[config.mk]
export PLATFORM = sky130hd
export DESIGN_NAME = mem_stage
export DESIGN_NICKNAME = d
export VERILOG_FILES = /design/src/rtl/rv32_isa.sv /design/src/rtl/pipeline_types.sv /design/src/rtl/mem_align.sv /design/src/rtl/mem_stage.sv
export SDC_FILE = /design/constraint.sdc
export NUM_CORES = 1
export LEC_CHECK = 0
export ABC_CLOCK_PERIOD_IN_PS = 10100
export CORE_ASPECT_RATIO = 1.2
export CORE_MARGIN = 3
export CORE_UTILIZATION = 50
export DETAILED_ROUTE_END_ITERATION = 12
export PLACE_DENSITY = 0.83
export SLEW_MARGIN = 20
export SYNTH_ARGS = -nofsm -noshare
export SYNTH_HDL_FRONTEND = slang
export SYNTH_SLANG_ARGS = --single-unit
[constraint.sdc]
create_clock -name iClk -period 10.1 [get_ports iClk]
set_input_delay 3.03 -clock iClk [delete_from_list [all_inputs] [get_ports iClk]]
set_output_delay 3.03 -clock iClk [all_outputs]
set_load 0.01 [all_outputs]
[src/rtl/rv32_isa.sv]
// rtl/rv32_isa.sv - RV32I register width and load/store func3 encodings.
package rv32_isa;

    localparam int unsigned RegWidth = 32;

    localparam logic [2:0] F3_LB  = 3'b000;
    localparam logic [2:0] F3_LH  = 3'b001;
    localparam logic [2:0] F3_LW  = 3'b010;
    localparam logic [2:0] F3_LBU = 3'b100;
    localparam logic [2:0] F3_LHU = 3'b101;
    localparam logic [2:0] F3_SB  = 3'b000;
    localparam logic [2:0] F3_SH  = 3'b001;
    localparam logic [2:0] F3_SW  = 3'b010;

endpackage

[src/rtl/pipeline_types.sv]
// rtl/pipeline_types.sv - EX/MEM and MEM/WB pipeline records and the memory-stage FSM states.
package pipeline_types;
    import rv32_isa::*;

    typedef struct packed {
        logic       reg_write;
        logic       mem_read;
        logic       mem_write;
        logic [2:0] func3;
    } ctrl_t;

    typedef struct packed {
        logic [4:0]          addr;
        logic [RegWidth-1:0] value;
    } rd_t;

    typedef struct packed {
        ctrl_t               ctrl;
        logic [RegWidth-1:0] rs;
        rd_t                 rd;
    } ex_mem_t;

    typedef struct packed {
        ctrl_t ctrl;
        rd_t   rd;
    } mem_wb_t;

    typedef enum logic [1:0] {
        IDLE = 2'd0,
        BUSY = 2'd1,
        DONE = 2'd2
    } mem_state_e;

endpackage

[src/rtl/mem_align.sv]
// rtl/mem_align.sv - Store lane replication/byte enables, alignment check and load extraction.
module mem_align
    import rv32_isa::*;
(
    input  logic [1:0]  stSize,
    input  logic [1:0]  stAddr,
    input  logic [31:0] rs,
    output logic [31:0] wData,
    output logic [3:0]  be,
    output logic        misalign,
    input  logic [2:0]  ldFunc3,
    input  logic [1:0]  ldAddr,
    input  logic [31:0] rData,
    output logic [31:0] ldData
);

    logic [31:0] shifted;

    always_comb begin
        wData    = rs;
        be       = 4'b1111;
        misalign = 1'b0;
        case (stSize)
            2'b00: begin
                wData = {4{rs[7:0]}};
                be    = 4'b0001 << stAddr;
            end
            2'b01: begin
                wData    = {2{rs[15:0]}};
                be       = 4'b0011 << {stAddr[1], 1'b0};
                misalign = stAddr[0];
            end
            default: begin
                misalign = |stAddr;
            end
        endcase
    end

    always_comb begin
        shifted = rData >> {ldAddr, 3'b000};
        case (ldFunc3)
            F3_LB:   ldData = {{24{shifted[7]}}, shifted[7:0]};
            F3_LH:   ldData = {{16{shifted[15]}}, shifted[15:0]};
            F3_LBU:  ldData = {24'd0, shifted[7:0]};
            F3_LHU:  ldData = {16'd0, shifted[15:0]};
            default: ldData = shifted;
        endcase
    end

endmodule

[src/rtl/mem_stage.sv]
// rtl/mem_stage.sv - Pipeline MEM stage: issues data-bus accesses, waits for ack with timeout, retires to WB.
module mem_stage
    import rv32_isa::*;
    import pipeline_types::*;
#(
    parameter int TIMEOUT = 16
) (
    input  logic                iClk,
    input  logic                iRst,
    input  logic                iStall,
    input  ex_mem_t             iEX,
    output mem_wb_t             oWB,
    output logic [RegWidth-1:0] oFwMe,
    output logic                oStall,
    output logic                oDReq,
    output logic                oDWe,
    output logic [31:0]         oDAddr,
    output logic [3:0]          oDBe,
    output logic [31:0]         oDWData,
    input  logic                iDAck,
    input  logic [31:0]         iDRData,
    output logic                oErr,
    output logic                oMisalign
);

    localparam int CntW = $clog2(TIMEOUT + 1);

    mem_state_e      state, nextState;
    logic [CntW-1:0] waitCnt;
    ctrl_t           pendCtrl;
    logic [4:0]      pendRd;
    logic [1:0]      pendAddrLo;
    mem_wb_t         doneBuf;

    logic        memOp, issue, misalignHit, ackHit, toHit;
    logic [31:0] wData, ldData;
    logic [3:0]  be;
    logic        misalign;
    mem_wb_t     finRes;

    assign memOp = iEX.ctrl.mem_read | iEX.ctrl.mem_write;
    assign oFwMe = oWB.rd.value;

    mem_align uAlign (
        .stSize   (iEX.ctrl.func3[1:0]),
        .stAddr   (iEX.rd.value[1:0]),
        .rs       (iEX.rs),
        .wData    (wData),
        .be       (be),
        .misalign (misalign),
        .ldFunc3  (pendCtrl.func3),
        .ldAddr   (pendAddrLo),
        .rData    (iDRData),
        .ldData   (ldData)
    );

    // A timed-out access retires as a harmless no-write instruction.
    always_comb begin
        finRes         = '0;
        finRes.ctrl    = pendCtrl;
        finRes.rd.addr = pendRd;
        if (ackHit && pendCtrl.mem_read) begin
            finRes.rd.value = ldData;
        end
        if (!ackHit || pendCtrl.mem_write) begin
            finRes.ctrl.reg_write = 1'b0;
        end
    end

    always_ff @(posedge iClk or posedge iRst) begin
        if (iRst) begin
            state <= IDLE;
        end else begin
            state <= nextState;
        end
    end

    // The retiring cycle of BUSY (ack or timeout) releases the stall so EX advances on that edge.
    always_comb begin
        nextState   = state;
        oStall      = 1'b0;
        issue       = 1'b0;
        misalignHit = 1'b0;
        ackHit      = 1'b0;
        toHit       = 1'b0;
        case (state)
            IDLE: begin
                if (!iStall && memOp) begin
                    if (misalign) begin
                        misalignHit = 1'b1;
                    end else begin
                        issue     = 1'b1;
                        oStall    = 1'b1;
                        nextState = BUSY;
                    end
                end
            end
            BUSY: begin
                if (iDAck) begin
                    ackHit    = 1'b1;
                    nextState = iStall ? DONE : IDLE;
                end else if (waitCnt == CntW'(TIMEOUT - 1)) begin
                    toHit     = 1'b1;
                    nextState = iStall ? DONE : IDLE;
                end else begin
                    oStall = 1'b1;
                end
            end
            DONE: begin
                if (!iStall) begin
                    nextState = IDLE;
                end
            end
            default: nextState = IDLE;
        endcase
    end

    always_ff @(posedge iClk or posedge iRst) begin
        if (iRst) begin
            oWB        <= '0;
            oDReq      <= 1'b0;
            oDWe       <= 1'b0;
            oDAddr     <= '0;
            oDBe       <= '0;
            oDWData    <= '0;
            oErr       <= 1'b0;
            oMisalign  <= 1'b0;
            waitCnt    <= '0;
            pendCtrl   <= '0;
            pendRd     <= '0;
            pendAddrLo <= '0;
            doneBuf    <= '0;
        end else begin
            oErr      <= toHit;
            oMisalign <= misalignHit;
            case (state)
                IDLE: begin
                    if (!iStall) begin
                        if (issue || misalignHit) begin
                            oWB <= '0;
                        end else begin
                            oWB <= mem_wb_t'{ctrl: iEX.ctrl, rd: iEX.rd};
                        end
                    end
                    if (issue) begin
                        oDReq      <= 1'b1;
                        oDWe       <= iEX.ctrl.mem_write;
                        oDAddr     <= {iEX.rd.value[31:2], 2'b00};
                        oDBe       <= be;
                        oDWData    <= wData;
                        pendCtrl   <= iEX.ctrl;
                        pendRd     <= iEX.rd.addr;
                        pendAddrLo <= iEX.rd.value[1:0];
                        waitCnt    <= '0;
                    end
                end
                BUSY: begin
                    if (ackHit || toHit) begin
                        oDReq <= 1'b0;
                        if (iStall) begin
                            doneBuf <= finRes;
                        end else begin
                            oWB <= finRes;
                        end
                    end else begin
                        waitCnt <= waitCnt + CntW'(1);
                        if (!iStall) begin
                            oWB <= '0;
                        end
                    end
                end
                DONE: begin
                    if (!iStall) begin
                        oWB <= doneBuf;
                    end
                end
                default: ;
            endcase
        end
    end

endmodule

==> out/metrics.cfg, run 1 <==
[sta]
whs_ns=0.478
hold_viol=0
post-route-period-util=0.806
setup_tns_ns=0
period_minus_slack_ns=8.14
rsz0062_at_grt=no
max_freq_mhz=123
setup_violations=0
clock_skew_ns=0.0130
worstMarginPinSlew_ns=1.07
finalMaxSlewViolations=0
relSlewSlack=0.286

[yosys]
ys_seq_area_frac=0.470
synth_flop_cell=dfrtp_1
synth_edf_count=0
syn_inst=1029
synth_area_leader_cell=dfrtp_1
synthArstFlopShare=1.00
ys_seq_elements=175
syn_area_um2=9310
synth_cell_type_count=62
synth_top_area_share=0.470
yosys_warnings=0
synth_area_leaders=dfrtp_1 (47%), nand2_1 (10%), mux2i_1 (6.0%)
syn_area_per_cell_um2=9.05

[floorplan]
rows=54
dieWidth_um=131
die_h_um=155
start_util=0.510
ioPinCount=259
die_area_um2=20300
core_area_um2=18200

[detailed_routing]
vias=8314
ant_nets=0
drc=0
detail_route.wl_per_cell_um=19.0
first_pass_iters=6
routed_wl_um=27300
drt_iter0_markers=706
via_per_inst=5.78

[worst_setup_path]
crit_path_start=iEX[69]
worstSetupEndpoint=oStall
critPathKind=in -> out
end_kind=output port
r2r_setup_slack_ns=6.90
cp_max_fo=16
r2r-start=state[1]
reg2reg_depth=6
worstPathArrival_ns=5.11
timing.rr.end=oFwMe[8]
cp-start-kind=input port
cp.required_ns=7.07

[flow_run]
drv_cap=0

[layout]
finish.utilization=0.670
fillers=1440
multiInputGateArea_um2=4130
stdcell_count=1438
area_growth_pct=31.2
layout-drive-gt1-share=0.0634
regArea_um2=4380
nets=1318
antennaDiodeCount=0

[clock_tree]
h-tree-depth=4
insertion_delay_ns=0.43
cts_tree=yes
postCtsSetupRepairBufs=0
cts_resized=0
clock_sinks=175
cts-root-buf=clkbuf_16
clk_pin_slew_ns=0.07
hold_buffers=0
clk_path_buf_depth=2
cts_buffers=17

[placed_design]
io_buffers=256
globalplace.congestion=0.868
dpl.cell_count=1405
hpwl_um=19200

[power_and_ir_drop]
total_power_mw=4.07
power.leakage_nw=5.40
vdd_drop_max_uv=188
powerDensity_nw_per_um2=333

[hold_path]
hold_class=reg -> reg

[outcome]
outcome=complete, no violations

[global_route]
grt_pass1_wl_um=41900
grt_max_degree=124
track_usage=0.261
antenna_found_initial=1
overflow=0
grt_pass1_vias=8042

## routing by layer
layer / GRT usage / vias to the layer above / wire length (µm)
met5: 0 / - / 13
met4: 0.0828 / 2 / 538
met3: 0.0580 / 46 / 2010
met2: 0.431 / 368 / 13500
met1: 0.342 / 4022 / 11200
li1: - / 3876 / -
## registers in the layout, summed over array words and instances (netlist names)
register	count
oMisalign	1
pendRd	5
oDReq	1
state	2
finRes	5
oErr	1
pendCtrl	1
oDAddr	30
oDBe	4
waitCnt	5
oFwMe	32
oWB	11
oDWData	32
doneBuf	43
pendAddrLo	2
## worst max-delay path, stage by stage
cell and delay [ns]:
clkdlybuf4s50_1 1.02, nor2_1 0.22, o211ai_4 0.25, nand2_1 0.08
clkdlybuf4s50_1 0.51
## cell usage in the layout, fill, tap and decap left out, types with 24 or more instances in the layout
cell type,netlist,final
a21oi_1,52,52
a22oi_1,24,24
clkdlybuf4s50_1,0,256
dfrtp_1,175,174
inv_1,35,34
mux2i_1,56,56
nand2_1,250,250
nand3_1,29,29
nor2_1,52,52
o211ai_1,25,25
o21ai_0,58,58
## cell type report
cell class	count	area share
Multi-Input combinational cell	704	0.338
Inverter	35	0.0112
Timing Repair Buffer	269	0.220
Clock buffer	19	0.0371
Clock inverter	12	0.0123
Sequential cell	175	0.359
Tap cell	224	0.0229
## synthesized netlist by cell type (6+ instances only)
master	n
nand2_1	250
dfrtp_1	175
o21ai_0	58
mux2i_1	56
a21oi_1	52
nor2_1	52
buf_4	47
buf_2	43
inv_1	35
nand3_1	29
o211ai_1	25
a22oi_1	24
clkbuf_1	21
a31oi_1	17
o31ai_1	17
o22ai_1	15
a22o_1	14
o22ai_2	10
nand3b_1	8
or3_1	8
a221oi_2	6
## report_power, final
| group | switching (mW) | internal, mW |
|---|---|---|
| registers | 0.240 | 1.03 |
| clock network | 0.296 | 0.383 |
| logic | 1.15 | 0.974 |
## cell families (layout without fill, tap and decap cells)
family          count (synthesis)  after routing  share of synthesized area
simple gates                  373            373                      0.170
compound gates                264            264                      0.198
flops                         175            175                      0.470
buf+inv                       151            335                     0.0888
mux                            58             58                     0.0638
fa+ha+maj                       5              5                    0.00672
xor+xnor                        2              2                    0.00188
other cells                     1              2                   0.000403
## stage by stage
step,cell area (µm²),worst slack [ns]
floorplan,9310,2.32
global placement,11600,2.04
detailed placement,11600,2.00
CTS,12200,1.97
global route,12200,1.86
finish,12200,1.96
## how the worst min path moves through the flow
stage,from,to,slack [ns],cells past startpoint
finish,doneBuf[37],doneBuf[37],0.48,2
global route,oDAddr[11],oDAddr[11],0.50,2
CTS,oDWData[7],oDWData[7],0.48,2
detailed placement,oDWData[7],oDWData[7],0.46,2
global placement,oDWData[4],oDWData[4],0.46,2
floorplan,pendCtrl[5],pendCtrl[5],0.45,2
Note: power is estimated with default switching activity, not from simulation.
==> run 2: changes to the inputs <==
--- a/config.mk
+++ b/config.mk
@@ -5,12 +5,12 @@
 export SDC_FILE = /design/constraint.sdc
 export NUM_CORES = 1
 export LEC_CHECK = 0
-export ABC_CLOCK_PERIOD_IN_PS = 10100
+export ABC_CLOCK_PERIOD_IN_PS = 6900
 export CORE_ASPECT_RATIO = 1.2
 export CORE_MARGIN = 3
-export CORE_UTILIZATION = 50
+export CORE_UTILIZATION = 44
 export DETAILED_ROUTE_END_ITERATION = 12
-export PLACE_DENSITY = 0.83
+export PLACE_DENSITY = 0.77
 export SLEW_MARGIN = 20
 export SYNTH_ARGS = -nofsm -noshare
 export SYNTH_HDL_FRONTEND = slang
==> constraint.sdc (replaced) <==
create_clock -name iClk -period 6.9 [get_ports iClk]
set_input_delay 2.07 -clock iClk [delete_from_list [all_inputs] [get_ports iClk]]
set_output_delay 2.07 -clock iClk [all_outputs]
set_load 0.01 [all_outputs]
==> run 2 against run 1 <==
Compared with the run above:
- via count decreased by 0.57%
- critical endpoint unchanged
- worst hold slack lost 0.0036 ns
- sequential share of layout area decreased by 0.16 points
- largest power group unchanged
- sequential cell count unchanged
- core utilization is 7.2 points lower
- largest cell class unchanged
- register-to-register slack got worse by 3.3 ns
- critical path depth is the same
==> out/metrics.cfg, run 2 (synthesis results as in run 1) <==
[clock_tree]
postCtsSetupRepairBufs=0  ; unchanged
cts_resized=0  ; unchanged
cts_buffers=17  ; unchanged
clock_sinks=175  ; unchanged
insertion_delay_ns=0.44  ; was 0.43 ns
hold_buffers=0  ; unchanged
cts-root-buf=clkbuf_16  ; unchanged
cts_tree=yes  ; unchanged
clk_path_buf_depth=2  ; unchanged
clk_pin_slew_ns=0.07  ; about the same
h-tree-depth=4  ; unchanged

[floorplan]
die_h_um=165  ; was 155 µm
core_area_um2=20500  ; was 18200 µm²
ioPinCount=259  ; unchanged
rows=57  ; was 54
start_util=0.453  ; was 0.510
die_area_um2=22900  ; was 20300 µm²
dieWidth_um=139  ; was 131 µm

[global_route]
antenna_found_initial=1  ; unchanged
grt_max_degree=124  ; unchanged
grt_pass1_vias=7982  ; was 8042
grt_pass1_wl_um=43500  ; was 41900 µm
overflow=0  ; unchanged
track_usage=0.234  ; was 0.261

[layout]
top_register=doneBuf  ; unchanged
layout_common_cells=clkdlybuf4s50_1 (256), nand2_1 (250), dfrtp_1 (174), o21ai_0 (58), mux2i_1 (56)  ; unchanged
layout-drive-gt1-share=0.0650  ; was 0.0634
area_growth_pct=31.8  ; was 31.2%
antennaDiodeCount=0  ; unchanged
largest_reg_flops=43  ; unchanged
nets=1319  ; was 1318
design_area_um2=12300  ; was 12200 µm²
layout_commonest_cell=clkdlybuf4s50_1  ; unchanged

[worst_setup_path]
end_kind=output port  ; unchanged
cp.required_ns=4.83  ; was 7.07 ns
cp-start-kind=input port  ; unchanged
worstPathArrival_ns=3.92  ; was 5.11 ns
cp_max_fo=7  ; was 16
critPathKind=in -> out  ; unchanged

[outcome]
outcome=complete, no violations  ; unchanged

[power_and_ir_drop]
comb_power_share=0.523  ; was 0.522
clockPowerShare=0.166  ; was 0.167
power.leakage_nw=5.42  ; was 5.40 nW
powerDensity_nw_per_um2=486  ; was 333 nW/µm²
p_int_mw=3.45  ; was 2.39 mW
vdd_drop_max_uv=289  ; was 188 µV
sw_frac_of_total=0.421  ; was 0.414
seq_power_share=0.311  ; about the same
switching_power_mw=2.51  ; was 1.69 mW

[placed_design]
io_buffers=256  ; unchanged
dpl-instance-area_um2=11600  ; about the same
hpwl_um=19400  ; was 19200 µm
globalplace.congestion=0.905  ; was 0.868

[detailed_routing]
ant_nets=0  ; unchanged
detail_route.wl_per_cell_um=18.6  ; was 19.0 µm
drt_iter0_markers=729  ; was 706
via_per_inst=5.58  ; was 5.78
vias=8267  ; was 8314
drc=0  ; unchanged
routed_wl_um=27600  ; was 27300 µm
first_pass_iters=5  ; was 6

[sta]
post-route-period-util=0.868
relSlewSlack=0.281  ; was 0.286
clock_skew_ns=0.0158  ; was 0.0130 ns
period_minus_slack_ns=5.99
hold_viol=0  ; unchanged
setup_tns_ns=0  ; unchanged
setup_violations=0  ; unchanged
worstMarginPinSlew_ns=1.08  ; was 1.07 ns
max_freq_mhz=167
rsz0062_at_grt=no  ; unchanged
finalMaxSlewViolations=0  ; unchanged

[flow_run]
drv_cap=0  ; unchanged

[hold_path]
hold_class=reg -> reg  ; unchanged

## run 2: cell types whose count changed in the layout (fill, tap and decap cells not counted)
cell        before  now
buf_4           10   12
inv_6            3    4
bufinv_16        2    1
inv_8            3    4
clkinv_4         1    3
buf_16           1    0
clkbuf_8         2    0
clkinvlp_4       4    0
clkinv_8         0    4
## run 2: final cells by class
type                       instances  area (µm²)
tap                              265         332
clock buffer                      17         425
timing repair buffer             270        2680
clock inverter                    15         193
sequential                       175        4380
inverter                          35         136
multi-input combinational        704        4130
fill                            1778        8270
## run 2: worst max-delay path, stage by stage
cell	delay, ns
clkdlybuf4s50_1	0.56
o21ai_1	0.39
nand2_1	0.18
nand2_1	0.12
clkdlybuf4s50_1	0.59
## run 2: stage by stage
| stage | setup slack [ns] | power [mW] | instances | utilization | hold WS, ns |
|---|---|---|---|---|---|
| finish | 0.913 | 5.97 | 1481 | 0.597 | 0.474 |
| global route | 0.850 | 6.34 | 1481 | 0.597 | 0.500 |
| CTS | 0.961 | 5.96 | 1480 | 0.596 | 0.481 |
| detailed placement | 1.00 | 4.95 | 1448 | 0.566 | 0.464 |
| global placement | 1.06 | 4.86 | 1448 | 0.566 | 0.456 |
| floorplan | 0.0848 | 3.78 | 1030 | - | 0.446 |
## run 2: final timing paths
| path | startpoint | end | slack, ns | cells past startpoint |
|---|---|---|---|---|
| setup / recovery | iDAck | oStall | 0.91 | 5 |
| hold / removal | oDWData[4] | oDWData[4] | 0.47 | 2 |
| setup reg to reg | state[1] | oFwMe[0] | 3.63 | 6 |
| hold reg to reg | oDWData[4] | oDWData[4] | 0.47 | 2 |
| max in group asynchronous | iRst | doneBuf[30] | 3.55 | 3 |
| min in group asynchronous | iRst | oDAddr[16] | 2.18 | 2 |
## run 2: power groups by stage
stage | registers (mW) | logic (mW) | clock network, mW
after global placement | 1.85 | 3.01 | 0
after global routing | 1.92 | 3.38 | 1.05
after floorplan | 1.91 | 1.87 | 0
after CTS | 1.85 | 3.10 | 1.01
final | 1.85 | 3.12 | 0.993
after detailed placement | 1.86 | 3.08 | 0
## run 2: metal layers
layer	track usage	vias up	wire (µm)
met5	0	-	9
met4	0.0667	2	468
met3	0.0461	39	1880
met2	0.392	332	13600
met1	0.312	4015	11600
li1	-	3879	-
